--- config.mk ---
export PLATFORM = sky130hd
export DESIGN_NAME = sprite_blitter
export DESIGN_NICKNAME = d
export VERILOG_FILES = /design/src/rtl/sprite_blitter.sv
export SDC_FILE = /design/constraint.sdc
export NUM_CORES = 1
export LEC_CHECK = 0
export CAP_MARGIN = 10
export CORE_UTILIZATION = 58
export CTS_CLUSTER_SIZE = 28
export DETAILED_ROUTE_END_ITERATION = 12
export PLACE_DENSITY = 0.86
export SYNTH_ARGS = -nofsm -noshare
export SYNTH_HDL_FRONTEND = slang
export SYNTH_SLANG_ARGS = --single-unit
--- constraint.sdc ---
create_clock -name clk_in -period 5.17 [get_ports clk_in]
set_clock_uncertainty 0.05 [all_clocks]
set_input_delay 1.034 -clock clk_in [delete_from_list [all_inputs] [get_ports clk_in]]
set_output_delay 1.034 -clock clk_in [all_outputs]
set_load 0.005 [all_outputs]
--- src/rtl/sprite_blitter.sv ---
// XOR sprite blitter into a 1-bpp framebuffer; 5 cycles per aligned row, 8 per straddling row, done 1 cycle after last write.
// No backpressure; start is only honoured in IDLE. Define BLIT_WRAP_EN for toroidal wrap, otherwise off-screen bits are clipped.
module sprite_blitter #(
  parameter int DISP_W   = 64,
  parameter int DISP_H   = 32,
  parameter int MAX_ROWS = 16,
  localparam int AW      = $clog2(DISP_W * DISP_H / 8)
) (
  input  logic          clk_in,
  input  logic          rst_n,
  input  logic          start,
  input  logic [11:0]   sprite_addr,
  input  logic [7:0]    x,
  input  logic [7:0]    y,
  input  logic [4:0]    rows,
  output logic [11:0]   mem_rd_addr,
  input  logic [7:0]    mem_rd_data,
  output logic [AW-1:0] vram_addr,
  input  logic [7:0]    vram_rd_data,
  output logic [7:0]    vram_wr_data,
  output logic          vram_we,
  output logic          busy,
  output logic          done,
  output logic          collision
);

  localparam logic [3:0] IDLE       = 4'd0;
  localparam logic [3:0] FETCH      = 4'd1;
  localparam logic [3:0] FETCH_WAIT = 4'd2;
  localparam logic [3:0] RD0        = 4'd3;
  localparam logic [3:0] RD0_WAIT   = 4'd4;
  localparam logic [3:0] WR0        = 4'd5;
  localparam logic [3:0] RD1        = 4'd6;
  localparam logic [3:0] RD1_WAIT   = 4'd7;
  localparam logic [3:0] WR1        = 4'd8;
  localparam logic [3:0] NEXT       = 4'd9;
  localparam logic [3:0] DONE       = 4'd10;

  localparam int         BPL  = DISP_W / 8;
  localparam logic [4:0] MAXR = 5'(MAX_ROWS);
`ifdef BLIT_WRAP_EN
  localparam bit WRAP = 1'b1;
`else
  localparam bit WRAP = 1'b0;
`endif

  logic [3:0]    state_q, state_d;
  logic [11:0]   base_q, base_d;
  logic [7:0]    x_q, x_d, y_q, y_d, spr_q, spr_d, wr_dat_q, wr_dat_d;
  logic [4:0]    rows_q, rows_d, r_q, r_d;
  logic [11:0]   mem_addr_q, mem_addr_d;
  logic [AW-1:0] vram_addr_q, vram_addr_d;
  logic          we_q, we_d, coll_q, coll_d;

  logic [8:0]  line9, line_w, line_nx, col0, col1_raw, col1;
  logic [4:0]  r_nx, rows_sat;
  logic [15:0] shifted;
  logic [7:0]  mask0, mask1;
  logic        has_b1, last_row, adv;

  function automatic logic [AW-1:0] byte_addr(input logic [8:0] ln, input logic [8:0] cl);
    return AW'(ln) * AW'(BPL) + AW'(cl);
  endfunction

  // Line/column math is kept at 9 bits so the edge tests see the true coordinate.
  always_comb begin
    line9    = {1'b0, y_q} + {4'b0, r_q};
    line_w   = WRAP ? (line9 % 9'(DISP_H)) : line9;
    col0     = {4'b0, x_q[7:3]};
    col1_raw = col0 + 9'd1;
    col1     = (WRAP && (col1_raw == 9'(BPL))) ? 9'd0 : col1_raw;
    has_b1   = (x_q[2:0] != 3'd0) && (WRAP || (col1_raw < 9'(BPL)));
    shifted  = {spr_q, 8'h00} >> x_q[2:0];
    mask0    = shifted[15:8];
    mask1    = shifted[7:0];
    r_nx     = r_q + 5'd1;
    line_nx  = {1'b0, y_q} + {4'b0, r_nx};
    last_row = (r_nx == rows_q) || (!WRAP && (line_nx >= 9'(DISP_H)));
    rows_sat = (rows > MAXR) ? MAXR : rows;
  end

  always_comb begin
    state_d     = state_q;
    base_d      = base_q;
    x_d         = x_q;
    y_d         = y_q;
    rows_d      = rows_q;
    r_d         = r_q;
    spr_d       = spr_q;
    wr_dat_d    = wr_dat_q;
    mem_addr_d  = mem_addr_q;
    vram_addr_d = vram_addr_q;
    we_d        = 1'b0;
    coll_d      = coll_q;
    adv         = 1'b0;
    case (state_q)
      IDLE: if (start) begin
        base_d = sprite_addr;
        x_d    = 8'({1'b0, x} % 9'(DISP_W));
        y_d    = 8'({1'b0, y} % 9'(DISP_H));
        rows_d = rows_sat;
        r_d    = 5'd0;
        coll_d = 1'b0;
        if (rows_sat == 5'd0) begin
          state_d = DONE;
        end else begin
          mem_addr_d = sprite_addr;
          state_d    = FETCH;
        end
      end
      FETCH, NEXT: state_d = FETCH_WAIT;
      FETCH_WAIT: begin
        spr_d       = mem_rd_data;
        vram_addr_d = byte_addr(line_w, col0);
        state_d     = RD0;
      end
      RD0: state_d = RD0_WAIT;
      RD0_WAIT: begin
        wr_dat_d = vram_rd_data ^ mask0;
        coll_d   = coll_q | (|(vram_rd_data & mask0));
        we_d     = 1'b1;
        state_d  = WR0;
      end
      WR0: begin
        if (has_b1) begin
          vram_addr_d = byte_addr(line_w, col1);
          state_d     = RD1;
        end else begin
          adv = 1'b1;
        end
      end
      RD1: state_d = RD1_WAIT;
      RD1_WAIT: begin
        wr_dat_d = vram_rd_data ^ mask1;
        coll_d   = coll_q | (|(vram_rd_data & mask1));
        we_d     = 1'b1;
        state_d  = WR1;
      end
      WR1:  adv = 1'b1;
      DONE: state_d = IDLE;
      default: state_d = IDLE;
    endcase
    // NEXT issues the following row's fetch, so row turnaround costs no extra cycle.
    if (adv) begin
      r_d = r_nx;
      if (last_row) begin
        state_d = DONE;
      end else begin
        mem_addr_d = base_q + {7'b0, r_nx};
        state_d    = NEXT;
      end
    end
  end

  always_ff @(posedge clk_in or negedge rst_n) begin
    if (!rst_n) begin
      state_q     <= IDLE;
      base_q      <= '0;
      x_q         <= '0;
      y_q         <= '0;
      rows_q      <= '0;
      r_q         <= '0;
      spr_q       <= '0;
      wr_dat_q    <= '0;
      mem_addr_q  <= '0;
      vram_addr_q <= '0;
      we_q        <= 1'b0;
      coll_q      <= 1'b0;
    end else begin
      state_q     <= state_d;
      base_q      <= base_d;
      x_q         <= x_d;
      y_q         <= y_d;
      rows_q      <= rows_d;
      r_q         <= r_d;
      spr_q       <= spr_d;
      wr_dat_q    <= wr_dat_d;
      mem_addr_q  <= mem_addr_d;
      vram_addr_q <= vram_addr_d;
      we_q        <= we_d;
      coll_q      <= coll_d;
    end
  end

  assign mem_rd_addr  = mem_addr_q;
  assign vram_addr    = vram_addr_q;
  assign vram_wr_data = wr_dat_q;
  assign vram_we      = we_q;
  assign busy         = (state_q != IDLE);
  assign done         = (state_q == DONE);
  assign collision    = coll_q;

endmodule

==> metrics.csv, run 1 <==
metric;value;unit
Final Hold Fails;0;
GP Congestion;0.934;
first-pass GRT wire length;18.4;mm
sequential share of the synthesized area;39.1;%
CP Data Required Time;5.36;ns
Root Buffer;clkbuf_8;
Slew Viols, Final;0;
die area;0.00863;mm^2
Top FF cell, synth;dfrtp_1;
final worst path period need;3.31;ns
syn nets;523;
LEAKAGE;2.62;nW
dominant cells by area after synthesis;dfrtp_1, mux2_2, mux2i_1, ha_1, xnor2_1;
CTS Buf Count;9;
RSZ-0062 raised after global routing;false;
worst-path fanout max;14;
Synth top cells by count;dfrtp_1, mux2_2, nand2_1;
Cell Rows;32;
most common cell in the netlist;dfrtp_1;
drt total wl;10.9;mm
area of the core;0.00785;mm^2
ANT cells;0;
Power Total;3.80;mW
final setup TNS;0;ns
Critical path origin;r_q[0];
run status;complete, no violations;
Gate Count Post-Synth;450;
synth unique cells;62;
Critical Path Sink;mem_rd_addr[0];
largest net degree at the start of global routing;76;
WHS;0.432;ns
relative slew slack;36.7;%
syn avg cell area;10.7;um^2
reg2reg start;r_q[0];
fin worst setup slack;1.86;ns
Routed WL per cell;17.7;um
Initial DRT Pass Iterations;5;
crit end category;flop;
initial antenna violation count;0;
filler cell count;576;
largest area contributor in the netlist;dfrtp_1;
crit path DAT;3.50;ns
number of enable flip-flop cells after synthesis;0;
Post-CTS Repair Setup Buffers;0;
crit path cell chain;ha_1, xnor2_1, inv_1, ha_1, a21oi_1, a21oi_1, a211oi_1, nand3_2, mux2_2;
clock-pin slew on the worst setup and hold paths;0.08;ns
Port Buffer Count;78;
maximum vdd drop;0.000330;V
kind of cell adding the most delay to the critical path;compound AO/OA/AOI/OAI gates;
num ports;84;
# DRC;0;
Final ANT Viol Nets;0;
Worst-Margin Slew;0.950;ns
worst slack at placement;1.53;ns
Vert. Die Dim;92.9;um
Starting DRT DRC Count;300;
# hold bufs at CTS;0;
Max clock buf depth;2;
share of layout cells above drive strength 1;13.3;%
final net count;586;
fmax;302;MHz
CP Launch Type;flop;
Die W;92.9;um
critical path depth;9;
R2R Setup Slk;1.86;ns
H-tree Lvls;3;
DR vias/cell;6.10;
MaxCap Viol Count;0;
initial core utilization;61.1;%
gr usage total;27.1;%
fraction of registers with async set/reset;100;%
#FFs+latches synth;75;
layout overhead on the synthesized area;21.3;%
placed cells;604;
Cell Count, Final, Fillers Out;620;
worst skew pair latency;0.35;ns
post-cts sizing count;0;
Vias;3783;
vias in the first global route;3685;
Post-DP HPWL;7.85;mm
cells on worst reg2reg path;9;
TritonCTS clock tree;built;
Worst path slowest cell;nand3_2;
FF-to-FF End;mem_rd_addr[0];
Synth Warn #;0;
Post-Syn Area;0.00479;mm^2
top cell type's share of synthesized area;39.1;%
GR Overflow Total;0;
Hold Crit Class;reg -> reg;
Worst Path Buf+Inv;1;
critical path class;reg -> reg;
Final setup viols;0;
power per cell area;653;mW/mm^2
CP max stage delay;0.48;ns
Final Cycle Share;64.1;%
Clock Sinks;75;
-- layout by cell type (no fill, tap or decap), drive strengths merged, types with 3 or more instances in the layout --
| cell type | n |
|---|---|
| a2111oi | 3 |
| mux2 | 37 |
| and3 | 8 |
| nor2 | 15 |
| inv | 12 |
| a31oi | 5 |
| nand2b | 9 |
| o21ai | 26 |
| xor2 | 13 |
| o31ai | 4 |
| a21o | 6 |
| a221oi | 3 |
| nand4 | 6 |
| bufinv | 4 |
| nor4 | 4 |
| ha | 19 |
| a21oi | 20 |
| a22oi | 7 |
| dfrtp | 75 |
| nand3b | 3 |
| a211oi | 5 |
| clkbuf | 11 |
| xnor2 | 16 |
| nand3 | 12 |
| nor3 | 8 |
| mux4 | 6 |
| mux2i | 34 |
| nand2 | 35 |
| clkdlybuf4s50 | 77 |
-- stage by stage --
step           utilization, %  instance area, um^2
2_1_floorplan               -                 4790
3_3_place_gp             70.9                 5560
3_5_place_dp             70.9                 5560
4_1_cts                  74.1                 5820
5_1_grt                  74.1                 5820
6_report                 74.1                 5820
-- routing by layer --
layer,up-vias,GRT usage (%),part of all wire (%)
li1,1778,-,-
met1,1866,38.4,44
met4,0,9.62,2.1
met3,20,3.61,4.9
met5,-,0,0
met2,119,42.8,49
-- power by group --
part | switching (mW) | internal [mW]
Clock | 0.218 | 0.369
Combinational | 0.893 | 1.05
Sequential | 0.394 | 0.878
-- layout make-up --
| cell class | instances | area (um^2) | share of cell area [%] |
|---|---|---|---|
| Clock buffer | 11 | 131 | 2.26 |
| Clock inverter | 5 | 125 | 2.15 |
| Inverter | 13 | 48.8 | 0.839 |
| Multi-Input combinational cell | 335 | 2720 | 46.8 |
| Sequential cell | 75 | 1880 | 32.3 |
| Tap cell | 102 | 128 | 2.19 |
| Timing Repair Buffer | 79 | 786 | 13.5 |
-- worst min-delay path by stage --
stage                         start               to  slack, ns  cells after the start
floorplan                 rows_q[1]        rows_q[1]       0.42                      2
global placement    vram_wr_data[0]  vram_wr_data[0]       0.41                      2
detailed placement  vram_wr_data[1]  vram_wr_data[1]       0.42                      2
CTS                 vram_wr_data[1]  vram_wr_data[1]       0.44                      2
global route           vram_addr[0]     vram_addr[0]       0.47                      2
finish                 vram_addr[5]     vram_addr[5]       0.43                      2
-- worst reg2reg max path, cell delays in order (launching register included) --
cell	delay (ns)
dfrtp_1	0.47
ha_1	0.27
xnor2_1	0.30
inv_1	0.18
ha_1	0.33
a21oi_1	0.16
a21oi_1	0.09
a211oi_1	0.42
nand3_2	0.48
mux2_2	0.44
-- flip-flops by register name, summed over array words and instances (netlist names) --
signal        flops
rows_q            5
state_q           4
vram_we           1
y_q               5
base_q           12
vram_addr         8
x_q               6
spr_q             8
mem_rd_addr      12
r_q               5
collision         1
vram_wr_data      8
-- kinds of logic after synthesis --
logic type | share of synthesized area, %
flip-flops | 39.1
buffers and inverters | 4.07
AND/OR/NAND/NOR | 12.7
AO/OA/AOI/OAI | 13.3
XOR/XNOR | 6.29
multiplexers | 18.8
adder cells (fa/ha/maj) | 5.79
No activity file was read; power rests on OpenSTA's default activity.
==> run 2, diff against run 1 <==
CORE_UTILIZATION = 54   (was 58)
PLACE_DENSITY = 0.8   (was 0.86)
clock period = 3.1 ns   (was 5.17 ns; I/O delays follow)
==> metrics.csv, run 2 (same netlist as run 1, synthesis figures left out) <==
metric;value;unit;change
GR Overflow Total;0;;unchanged
ANT cells;0;;unchanged
filler cell count;708;;+23%
Port Buffer Count;78;;unchanged
clock-pin slew on the worst setup and hold paths;0.08;ns;about the same
num ports;84;;unchanged
Final Cycle Share;91.9;%;+28 points
crit end category;flop;;
CTS Buf Count;9;;unchanged
Die W;96.2;um;+3.6%
# DRC;0;;unchanged
run status;complete, no violations;;
Clk pwr share;13.6;%;-1.9 points
Slew Viols, Final;0;;unchanged
post-cts sizing count;0;;unchanged
CP Launch Type;flop;;
initial antenna violation count;0;;unchanged
layout overhead on the synthesized area;22.3;%;
Final Hold Fails;0;;unchanged
power per cell area;1060;mW/mm^2;+63%
switching share of power;40.3;%;+0.73 points
Hold Crit Class;in -> async;;
initial core utilization;55.2;%;-5.8 points
Worst path slowest cell;dfrtp_1;;
TritonCTS clock tree;built;;
commonest non-fill, non-tap cell in the layout;clkdlybuf4s50_1;;
# hold bufs at CTS;0;;unchanged
internal power;3.72;mW;+62%
combinational share of power;52.8;%;+1.7 points
maximum vdd drop;0.000487;V;+48%
RSZ-0062 raised after global routing;false;;
switching power;2.51;mW;+67%
Vias;3754;;-0.77%
worst-path fanout max;8;;-6
Clock Sinks;75;;unchanged
CP Data Required Time;3.26;ns;-2.10 ns
placed inst area;0.00562;mm^2;+1.1%
Cell Rows;34;;+6.3%
crit path DAT;3.01;ns;-0.49 ns
die area;0.00926;mm^2;+7.2%
largest net degree at the start of global routing;46;;-39%
share of layout cells above drive strength 1;15.1;%;+1.8 points
Power Total;6.23;mW;+64%
MaxCap Viol Count;0;;unchanged
Final setup viols;0;;unchanged
H-tree Lvls;3;;unchanged
Max clock buf depth;2;;unchanged
GP Congestion;0.943;;+1.0%
drt total wl;10.9;mm;-0.39%
register area;0.00188;mm^2;unchanged
WHS;0.277;ns;-0.155 ns
Vert. Die Dim;96.2;um;+3.6%
crit path cell chain;ha_1, xnor2_1, inv_1, ha_1, a21oi_1, a21oi_1, a211oi_2, nand3_2, buf_4, mux2i_1;;
final worst path period need;2.85;ns;-0.465 ns
vias in the first global route;3560;;-3.4%
CP max stage delay;0.47;ns;about the same
Post-DP HPWL;8.01;mm;+2.0%
first-pass GRT wire length;17.3;mm;-5.9%
post-route cell area;0.00586;mm^2;+0.80%
Starting DRT DRC Count;335;;+12%
area of the core;0.00868;mm^2;+11%
gr usage total;24.7;%;-2.4 points
final net count;592;;+1.0%
worst skew pair latency;0.35;ns;about the same
Final ANT Viol Nets;0;;unchanged
Initial DRT Pass Iterations;4;;-1
LEAKAGE;2.64;nW;+0.84%
relative slew slack;50.6;%;+14 points
DR vias/cell;5.94;;-2.7%
Root Buffer;clkbuf_8;;
Worst-Margin Slew;0.742;ns;-0.208 ns
post-layout util;67.6;%;-6.6 points
Post-CTS Repair Setup Buffers;0;;unchanged
fmax;351;MHz;+16%
Flop pwr share;33.6;%;about the same
critical path class;reg -> reg;;
commonest cells after routing, fill and taps aside;clkdlybuf4s50_1, dfrtp_1, nand2_1, mux2_2, mux2i_1;;
area of the multi-input gates;0.00274;mm^2;+0.51%
final setup TNS;0;ns;unchanged
Routed WL per cell;17.3;um;-2.3%
[run 2: critical path, delay by kind of cell, from the launching register on]
| kind | cells | cell delay [ns] |
|---|---|---|
| simple gates | 1 | 0.27 |
| buf+inv | 2 | 0.42 |
| flops | 1 | 0.47 |
| xor+xnor | 1 | 0.21 |
| mux | 1 | 0.13 |
| compound gates | 3 | 0.56 |
| fa+ha+maj | 2 | 0.59 |
[run 2: path summary, 6_finish.rpt]
kind	from	end	slack, ns	cells after the start
worst min register to register	vram_wr_data[0]	vram_wr_data[0]	0.43	2
max in group asynchronous	rst_n	base_q[9]	2.03	2
worst max-delay path	r_q[0]	mem_rd_addr[9]	0.25	10
worst max register to register	r_q[0]	mem_rd_addr[9]	0.25	10
min in group clk_in	vram_wr_data[0]	vram_wr_data[0]	0.43	2
worst min-delay path	rst_n	vram_addr[5]	0.28	1
[run 2: power by group through the flow]
stage / combinational [mW] / sequential (mW) / clock [mW]
finish: 3.29 / 2.09 / 0.850
global route: 3.63 / 2.18 / 0.901
CTS: 3.29 / 2.09 / 0.865
detailed placement: 3.27 / 2.10 / 0
global placement: 3.15 / 2.07 / 0
floorplan: 2.52 / 1.83 / 0
[run 2: per-stage QoR]
step           cells  setup WS (ns)
6_report         632          0.251
3_5_place_dp     616          0.174
4_1_cts          632         0.0867
5_1_grt          632         0.0727
3_3_place_gp     616          0.258
2_1_floorplan    450          0.597
[run 2: area by class of cell]
cell class	count	area share (%)
multi-input cells	335	46.7
flip-flops and latches	75	32.0
clock inverters	6	1.51
well taps	108	2.30
inverters	13	0.832
clock buffers	10	2.35
repair buffers	85	14.3
[run 2: metal layers]
| metal | share of wire, % | track usage [%] |
|---|---|---|
| met5 | 0 | 0 |
| met4 | 1.9 | 8.46 |
| met3 | 5.3 | 4.34 |
| met2 | 48 | 40.0 |
| met1 | 45 | 33.4 |
